`src/rtl/pa_fpu.sv`:
```
// pa_fpu: shared FPU types and constants.
//   e_fpu_operation : 4-bit opcode set understood by the arithmetic core
//   e_fpuif_state   : CPU bus front-end sequencing states
//   ADDR_*          : CPU-visible register addresses of fpu_bus_if
//   op_is_valid()   : opcode range check used before issuing to the core
package pa_fpu;

    typedef enum logic [3:0] {
        op_add     = 4'h0,
        op_sub     = 4'h1,
        op_mul     = 4'h2,
        op_div     = 4'h3,
        op_sqrt    = 4'h4,
        op_sin     = 4'h5,
        op_cos     = 4'h6,
        op_tan     = 4'h7,
        op_log     = 4'h8,
        op_exp     = 4'h9,
        op_k_pi    = 4'hA,
        op_k_piby2 = 4'hB
    } e_fpu_operation;

    typedef enum logic [1:0] {
        if_idle_st,
        if_issue_st,
        if_busy_st,
        if_done_st
    } e_fpuif_state;

    localparam logic [3:0] ADDR_A0     = 4'h0;
    localparam logic [3:0] ADDR_B0     = 4'h4;
    localparam logic [3:0] ADDR_CTRL   = 4'h8;
    localparam logic [3:0] ADDR_CMD    = 4'h9;
    localparam logic [3:0] ADDR_STATUS = 4'hA;
    localparam logic [3:0] ADDR_R0     = 4'hC;

    function automatic logic op_is_valid(input logic [3:0] code);
        return code <= 4'(op_k_piby2);
    endfunction

endpackage

```
`src/rtl/fpu_bus_if.sv`:
```
// fpu_bus_if: CPU-side front end of the Sol-1 FPU.
//   Byte-wide register interface (operands A/B, CTRL, CMD, STATUS, result)
//   on the 8-bit CPU bus; issues operations to the arithmetic core with a
//   start pulse, waits for core_done, captures the result and acks it.
// Ports:
//   clk, rst                          clock, synchronous active-high reset
//   cpu_addr/wr/rd/wdata, cpu_rdata   CPU bus; read data registered
//   irq                               level interrupt: done & CTRL.ie
//   core_start/op/a/b                 issue side toward the core
//   core_done/result, core_ack        completion handshake from the core
module fpu_bus_if
    import pa_fpu::*;
#(
    parameter logic IRQ_ON_DONE = 1'b1
) (
    input  logic           clk,
    input  logic           rst,
    input  logic [3:0]     cpu_addr,
    input  logic           cpu_wr,
    input  logic           cpu_rd,
    input  logic [7:0]     cpu_wdata,
    output logic [7:0]     cpu_rdata,
    output logic           irq,
    output logic           core_start,
    output e_fpu_operation core_op,
    output logic [31:0]    core_a,
    output logic [31:0]    core_b,
    input  logic           core_done,
    input  logic [31:0]    core_result,
    output logic           core_ack
);

    e_fpuif_state state, state_next;

    logic [31:0] a_reg, b_reg, res_reg;
    logic [3:0]  op_reg;
    logic        ie_reg;
    logic        err_reg;
    logic        busy, done;
    logic        wr_a, wr_b, wr_ctrl, wr_cmd, wr_status;
    logic        blocked, issue_ok, bad_op, capture;
    logic [7:0]  rd_mux;

    // busy/done are views of the state; only err needs its own flop.
    assign busy = (state == if_issue_st) || (state == if_busy_st);
    assign done = (state == if_done_st);

    assign wr_a      = cpu_wr && (cpu_addr[3:2] == ADDR_A0[3:2]);
    assign wr_b      = cpu_wr && (cpu_addr[3:2] == ADDR_B0[3:2]);
    assign wr_ctrl   = cpu_wr && (cpu_addr == ADDR_CTRL);
    assign wr_cmd    = cpu_wr && (cpu_addr == ADDR_CMD);
    assign wr_status = cpu_wr && (cpu_addr == ADDR_STATUS);

    assign blocked  = busy && (wr_a || wr_b || wr_ctrl || wr_cmd);
    assign issue_ok = wr_cmd && !busy && op_is_valid(op_reg);
    assign bad_op   = wr_cmd && !busy && !op_is_valid(op_reg);
    assign capture  = (state == if_busy_st) && core_done;

    // Operand byte lanes; writes are frozen while an operation is in flight.
    for (genvar i = 0; i < 4; i++) begin : g_lane
        logic [7:0] a_q, b_q;

        always_ff @(posedge clk) begin
            if (rst) begin
                a_q <= '0;
                b_q <= '0;
            end else if (!busy) begin
                if (wr_a && (cpu_addr[1:0] == 2'(i))) a_q <= cpu_wdata;
                if (wr_b && (cpu_addr[1:0] == 2'(i))) b_q <= cpu_wdata;
            end
        end

        assign a_reg[8*i +: 8] = a_q;
        assign b_reg[8*i +: 8] = b_q;
    end

    always_comb begin
        state_next = state;
        case (state)
            if_idle_st:  if (issue_ok) state_next = if_issue_st;
            if_issue_st: state_next = if_busy_st;
            if_busy_st:  if (core_done) state_next = if_done_st;
            if_done_st: begin
                if (issue_ok)
                    state_next = if_issue_st;
                else if (wr_status && cpu_wdata[1])
                    state_next = if_idle_st;
            end
            default:     state_next = if_idle_st;
        endcase
    end

    always_comb begin
        rd_mux = '0;
        case (cpu_addr[3:2])
            ADDR_A0[3:2]: rd_mux = a_reg[8*cpu_addr[1:0] +: 8];
            ADDR_B0[3:2]: rd_mux = b_reg[8*cpu_addr[1:0] +: 8];
            ADDR_R0[3:2]: rd_mux = res_reg[8*cpu_addr[1:0] +: 8];
            default: begin
                if (cpu_addr == ADDR_CTRL)
                    rd_mux = {ie_reg, 3'b000, op_reg};
                else if (cpu_addr == ADDR_STATUS)
                    rd_mux = {5'b00000, err_reg, done, busy};
            end
        endcase
    end

    always_ff @(posedge clk) begin
        if (rst) begin
            state     <= if_idle_st;
            op_reg    <= '0;
            ie_reg    <= 1'b0;
            err_reg   <= 1'b0;
            res_reg   <= '0;
            core_ack  <= 1'b0;
            cpu_rdata <= '0;
        end else begin
            state    <= state_next;
            core_ack <= capture;
            if (capture)
                res_reg <= core_result;
            if (wr_ctrl && !busy) begin
                op_reg <= cpu_wdata[3:0];
                ie_reg <= cpu_wdata[7];
            end
            // Error sources and the STATUS clear both need a write strobe,
            // so they can never collide in one cycle.
            if (blocked || bad_op)
                err_reg <= 1'b1;
            else if (wr_status && cpu_wdata[2])
                err_reg <= 1'b0;
            if (cpu_rd)
                cpu_rdata <= rd_mux;
        end
    end

    assign core_start = (state == if_issue_st);
    assign core_op    = e_fpu_operation'(op_reg);
    assign core_a     = a_reg;
    assign core_b     = b_reg;
    assign irq        = IRQ_ON_DONE & ie_reg & done;

endmodule

```
`config.mk`:
```
export PLATFORM = sky130hd
export DESIGN_NAME = fpu_bus_if
export DESIGN_NICKNAME = d
export VERILOG_FILES = /design/src/rtl/pa_fpu.sv /design/src/rtl/fpu_bus_if.sv
export SDC_FILE = /design/constraint.sdc
export NUM_CORES = 1
export LEC_CHECK = 0
export CAP_MARGIN = 15
export CORE_ASPECT_RATIO = 0.5
export CORE_MARGIN = 2
export CORE_UTILIZATION = 45
export DETAILED_ROUTE_END_ITERATION = 8
export DONT_BUFFER_PORTS = 1
export SLEW_MARGIN = 20
export SYNTH_ARGS = -nofsm -noshare
export SYNTH_HDL_FRONTEND = slang
export SYNTH_SLANG_ARGS = --single-unit
```
`constraint.sdc`:
```
create_clock -name clk -period 4.1 [get_ports clk]
set_clock_uncertainty 0.15 [all_clocks]
set_input_delay 0.41 -clock clk [delete_from_list [all_inputs] [get_ports clk]]
set_output_delay 0.41 -clock clk [all_outputs]
set_load 0.02 [all_outputs]
```
==> metrics, run 1 <==
run status finished, final reports clean; dpl cells a little over 700; commonest register cell after synthesis dfxtp_1; die area ~12000 µm²; chip height ~80 µm; Slew Viols, Final 0; Lkg Pwr 0.00218 µW; slew margin rel. 43.0%; IO Count 128; Via density approximately 5.7; postcts setup bufs 0; CP max FO 19; Net Sw Frac a little over a quarter; routability cong. a little over 0.8; Reg2Reg Setup Slack approximately 1.3 ns; CTS root buf clkbuf_16; Tot GR Track Use roughly 28%; Die W 156 µm; R2R depth 7; routed wire length ~17000 µm; Peak Freq around 360 MHz; data arrival time of the critical path 2.90 ns; initial core utilization 46.8%; clock group share of total power about half; final setup violation count 0; CTS Buf Count 17; setup TNS 0 ns; CP Capture Type flop; Critical-path top delay cell nor2b_1; Min-Delay Endpoint g_lane[1].a_q[3]$_SDFFE_PP0P_; syn_area_per_cell ~8.5 µm²; Sequential Power Share between 40% and 50%; endpoints failing hold 0; global-route wire length before repair between 20000 and 30000 µm; vias roughly 4500; Hold Buf Count CTS just over 40; HP Class in2reg; TritonCTS clock tree built; Worst EP required between 4 and 5 ns; internal power 2130 µW; worst hold start cpu_wdata[3]; dpl cell area 5150 µm²; VDD IR max ~0.25 mV; Post-Syn Instances between 600 and 700; Residual DRC 0; Site Rows 27; CP Launch Type flop; Max Cap Viol 0; sequential area share after synthesis between 40% and 50%; RR Startpoint state[0]$_SDFFE_PP0P_; period utilization 67.4%; CTS H-tree depth 4; count of clock tree sinks 113; Gate power share under 10%; Core ar. about 11000 µm²; min Tclk post-route roughly 2.8 ns; Crit Reg-Reg Endpoint g_lane[1].a_q[7]$_SDFFE_PP0P_; clock tree buffer depth 2; Port Buf Inserts 0; Pre-antenna DRT Iters 5; Synth-to-Final Area Change 18.4%; vias in the first global route between 4000 and 5000; crit-path leading delay family simple AND/OR/NAND/NOR gates; post-route setup slack roughly 1.3 ns; pre-CTS WS 1.39 ns; cells resized by post-CTS repair 0; Worst-path clk slew ~0.06 ns; routed len/inst about 22 µm; Hold Path Stages 2; crit-path cells inv_1, ha_1, nor3_2, buf_4, nor2b_1, mux2i_1, nor2_1; Net Sw Power 792 µW; non-filler cells, final between 700 and 800; yosys warns 0; initial antenna violation count 0; antenna-violating nets left 0; Initial DRC Count slightly below 700; Layout Utilization approximately 55%; #FFs+latches synth about 110; hpwl dp ~11000 µm; Crit Path Category reg2reg; EDFF count, synth 0; clk_lat worst skew 0.42 ns; slowest cell delay on critical path 0.72 ns; CP bufs+invs 2; GRT Residual Overflow 0; Worst Tran Pin Value between 0.8 and 0.9 ns; post-synthesis async set-or-reset flop share 0%; Final nets slightly below 700; Distinct cells, synth between 40 and 50; Synth Net Count 666; antenna cell count 0; fin area 6160 µm²; fraction of layout cells with a size suffix above 1 between 8 and 9%; PD cells 474 nW/µm²; largest net degree at the start of global routing 110; RSZ-0062 raised after global routing no; Post-Syn Area ~5200 µm²
[cell usage after synthesis (3+ instances only)]
master / number / share of area (%)
a211oi_1: 18 / 2.6
a21oi_1: 79 / 7.6
and2_1: 3 / 0.36
buf_1: 3 / 0.22
buf_2: 14 / 1.3
buf_4: 3 / 0.43
buf_6: 3 / 0.65
clkbuf_1: 30 / 2.2
dfxtp_1: 113 / 43
ha_1: 5 / 1.2
inv_1: 4 / 0.29
mux2i_1: 73 / 14
mux4_2: 5 / 2.2
nand2_1: 105 / 7.6
nand2b_1: 6 / 0.72
nand3_1: 28 / 2.7
nor2_1: 73 / 5.3
nor2b_1: 3 / 0.36
nor3_1: 3 / 0.29
o21ai_0: 12 / 1.2
[power by group through the flow]
stage          Clock [µW]  Sequential [µW]  Combinational, µW
5_1_grt              1500             1190                311
3_5_place_dp            0             1210                219
4_1_cts              1450             1190                282
2_1_floorplan           0             1200                229
6_report             1440             1190                286
3_3_place_gp            0             1210                213
[worst reg2reg max path: stages (launching register included)]
cell and delay [ns]:
dfxtp_1 0.39, inv_1 0.12, ha_1 0.46, nor3_2 0.22, buf_4 0.25, nor2b_1 0.72
mux2i_1 0.27, nor2_1 0.05
[metal layers]
layer	vias to the layer above	GRT usage [%]	part of all wire, %
met4	0	7.71	1.1
li1	2143	-	-
met1	2132	41.2	49
met3	18	9.34	9.0
met5	-	0	0
met2	189	37.9	41
[cell usage in the layout (no fill, tap or decap), types with 2 or more instances in the layout]
master         count
nor2_1            73
o21a_1             2
nor3_1             3
o21ai_0           12
a32oi_1            2
nand2b_1           6
buf_4              4
nand2_1          104
mux2i_1           73
a211oi_1          18
a2bb2oi_1          2
mux4_2             5
nor2_4             2
a21oi_1           79
and2_1             3
clkbuf_16         17
clkbuf_8           2
o32ai_1            2
inv_6              4
clkinvlp_4         4
dfxtp_1          113
clkinv_4           3
ha_1               5
inv_1              4
nand2_2            2
a311oi_1           2
dlygate4sd3_1     40
nor2b_1            3
nand3_1           28
nor4_1             2
[stage by stage]
| stage | total power, µW | hold WS [ns] |
|---|---|---|
| finish | 2920 | 0.00949 |
| global route | 3010 | 0.00113 |
| CTS | 2930 | 0.000435 |
| detailed placement | 1430 | 0.297 |
| global placement | 1430 | 0.287 |
| floorplan | 1430 | 0.283 |
[worst max-delay path by stage]
stage | start | endpoint | slack, ns | depth (start not counted)
6_report | state[0]$_SDFFE_PP0P_ | g_lane[1].a_q[7]$_SDFFE_PP0P_ | 1.34 | 7
5_1_grt | state[0]$_SDFFE_PP0P_ | g_lane[1].a_q[5]$_SDFFE_PP0P_ | 1.10 | 7
4_1_cts | state[0]$_SDFFE_PP0P_ | g_lane[1].a_q[4]$_SDFFE_PP0P_ | 1.34 | 7
3_5_place_dp | state[0]$_SDFFE_PP0P_ | g_lane[1].a_q[4]$_SDFFE_PP0P_ | 1.39 | 7
3_3_place_gp | state[0]$_SDFFE_PP0P_ | g_lane[1].a_q[5]$_SDFFE_PP0P_ | 1.48 | 7
2_1_floorplan | state[0]$_SDFFE_PP0P_ | g_lane[1].a_q[1]$_SDFFE_PP0P_ | 1.96 | 8
[cell families after synthesis]
| kind of cell | count (synthesis) | synth area share [%] |
|---|---|---|
| AO/OA/AOI/OAI | 125 | 14.1 |
| buffers and inverters | 58 | 5.38 |
| AND/OR/NAND/NOR | 233 | 19.7 |
| flip-flops | 113 | 43.5 |
| multiplexers | 78 | 16.2 |
| adder cells (fa/ha/maj) | 5 | 1.20 |
[cell type report]
cell class | instances | area, µm²
clock buffers | 19 | 453
fillers | 1073 | 4950
well taps | 145 | 181
inverters | 4 | 15.0
repair buffers | 45 | 458
flip-flops and latches | 113 | 2260
clock inverters | 13 | 126
multi-input cells | 441 | 2670
(Power assumes the default switching activity.)
==> run 2, diff against run 1 <==
clock period = 2.7 ns   (was 4.1 ns; I/O delays follow)
==> run 2 against run 1 <==
Effect of this change:
- via count rose by 0.27%
- fmax rose by 15%
- setup slack got worse by 1.0 ns
- power rose by 66%
- register-to-register slack got worse by 1.0 ns
- global-route usage fell by 0.76 points
==> metrics, run 2 (synthesis gave the netlist of run 1 again) <==
run status finished, final reports clean; data arrival time of the critical path 2.54 ns (-0.36 ns); worst hold start cpu_addr[2]; RSZ-0062 raised after global routing no; GRT Residual Overflow 0 (unchanged); Die W 156 µm (unchanged); chip height 80.1 µm (unchanged); Tot GR Track Use 27.0% (-0.76 points); Lkg Pwr 0.00229 µW (+4.8%); vias in the first global route 4150 (+2.8%); Initial DRC Count 410 (-40%); CP max FO 3 (-16); hpwl dp 11000 µm (-1.1%); antenna cell count 0 (unchanged); Crit Path Category reg2reg; CP Capture Type flop; period utilization 88.9% (+22 points); Synth-to-Final Area Change 22.4%; largest net degree at the start of global routing 114 (+3.6%); vias 4494 (+0.27%); die area 12500 µm² (unchanged); min Tclk post-route 2.40 ns (-0.362 ns); routed len/inst 20.6 µm (-5.5%); IO Count 128 (unchanged); CTS root buf clkbuf_16; antenna-violating nets left 0 (unchanged); Fillers 1012 (-5.7%); final setup violation count 0 (unchanged); Site Rows 27 (unchanged); Slew Viols, Final 0 (unchanged); routability cong. 0.806 (about the same); postcts setup bufs 0 (unchanged); most frequent cells in the layout dfxtp_1, nand2_1, a21oi_1, nor2_1, mux2i_1; worst setup path startpoint g_lane[0].b_q[7]$_SDFFE_PP0P_; Port Buf Inserts 0 (unchanged); initial core utilization 46.8% (unchanged); endpoints failing hold 0 (unchanged); CP Launch Type flop; area occupied by multi-input gates 2660 µm² (about the same); Pre-antenna DRT Iters 6 (+1); Worst Tran Pin Value 0.733 ns (-0.121 ns); commonest non-fill, non-tap cell in the layout dfxtp_1; TritonCTS clock tree built; clk_lat worst skew 0.41 ns (about the same); Final nets 689 (+1.9%); CTS Buf Count 17 (unchanged); register area 2260 µm² (unchanged); Worst EP required 2.84 ns (-1.39 ns); Core ar. 11100 µm² (unchanged); initial antenna violation count 0 (unchanged); Residual DRC 0 (unchanged); Via density 5.67 (-1.4%); CTS H-tree depth 4 (unchanged); fin area 6370 µm² (+3.4%); count of clock tree sinks 113 (unchanged); Max Cap Viol 0 (unchanged); VDD IR max 0.475 mV (+92%); fraction of layout cells with a size suffix above 1 8.49% (+0.30 points); PD cells 762 nW/µm² (+61%); global-route wire length before repair 24800 µm (-2.0%); RR Startpoint g_lane[0].b_q[7]$_SDFFE_PP0P_; Peak Freq 416 MHz (+15%); Worst-path clk slew 0.05 ns (about the same); routed wire length 16400 µm (-3.9%); HP Class in2reg; setup TNS 0 ns (unchanged); clock tree buffer depth 2 (unchanged); slew margin rel. 51.0% (+8.0 points); dpl cell area 5200 µm² (+0.87%)
==> run 2: worst max-delay path, stage by stage, from the launching register on <==
cell and delay, ns:
dfxtp_1 0.39, mux4_2 0.54, nand2_1 0.10, o21ai_0 0.08, a2bb2oi_1 0.31, a311oi_1 0.14
dlygate4sd3_1 0.57
==> run 2: area by class of cell <==
type,count,area share (%)
multi-input cells,441,41.8
well taps,145,2.85
inverters,4,0.236
repair buffers,58,8.99
clock inverters,12,3.61
clock buffers,20,7.01
flip-flops and latches,113,35.5
==> run 2: final timing paths <==
path,to,slack (ns),cells after the start
hold / removal,cpu_rdata[6]$_SDFFE_PP0P_,0.02,3
setup / recovery,cpu_rdata[7]$_SDFFE_PP0P_,0.30,6
hold reg to reg,res_reg[31]$_SDFFE_PP0P_,0.31,2
setup reg to reg,cpu_rdata[7]$_SDFFE_PP0P_,0.30,6
==> run 2: per-stage QoR <==
step | total power [µW] | util (%) | instances | hold WS [ns] | worst slack [ns]
finish | 4850 | 57.3 | 793 | 0.0172 | 0.299
global placement | 2190 | 46.8 | 713 | 0.201 | 0.540
global route | 5020 | 57.3 | 793 | 0.0500 | 0.229
floorplan | 2170 | - | 612 | 0.256 | 0.560
CTS | 4870 | 57.3 | 793 | 0.00373 | 0.361
detailed placement | 2190 | 46.8 | 713 | 0.207 | 0.499
==> run 2: power breakdown <==
part / total, µW / switching [µW] / internal (µW)
clock network: 2570 / 808 / 1760
registers: 1810 / 84.1 / 1730
logic: 475 / 274 / 201
==> run 2: per-layer routing <==
| layer | GRT usage, % | vias up | part of all wire (%) |
|---|---|---|---|
| li1 | - | 2163 | - |
| met1 | 40.2 | 2120 | 50 |
| met3 | 7.72 | 21 | 9.5 |
| met4 | 10.0 | 0 | 1.5 |
| met5 | 0 | - | 0 |
| met2 | 36.5 | 190 | 39 |
==> run 2: what timing repair did <==
item | 4_1_cts | 5_1_grt
gates resized for setup | 0 | 0
hold endpoints to repair | 113 | 0
hold buffers | 48 | 0
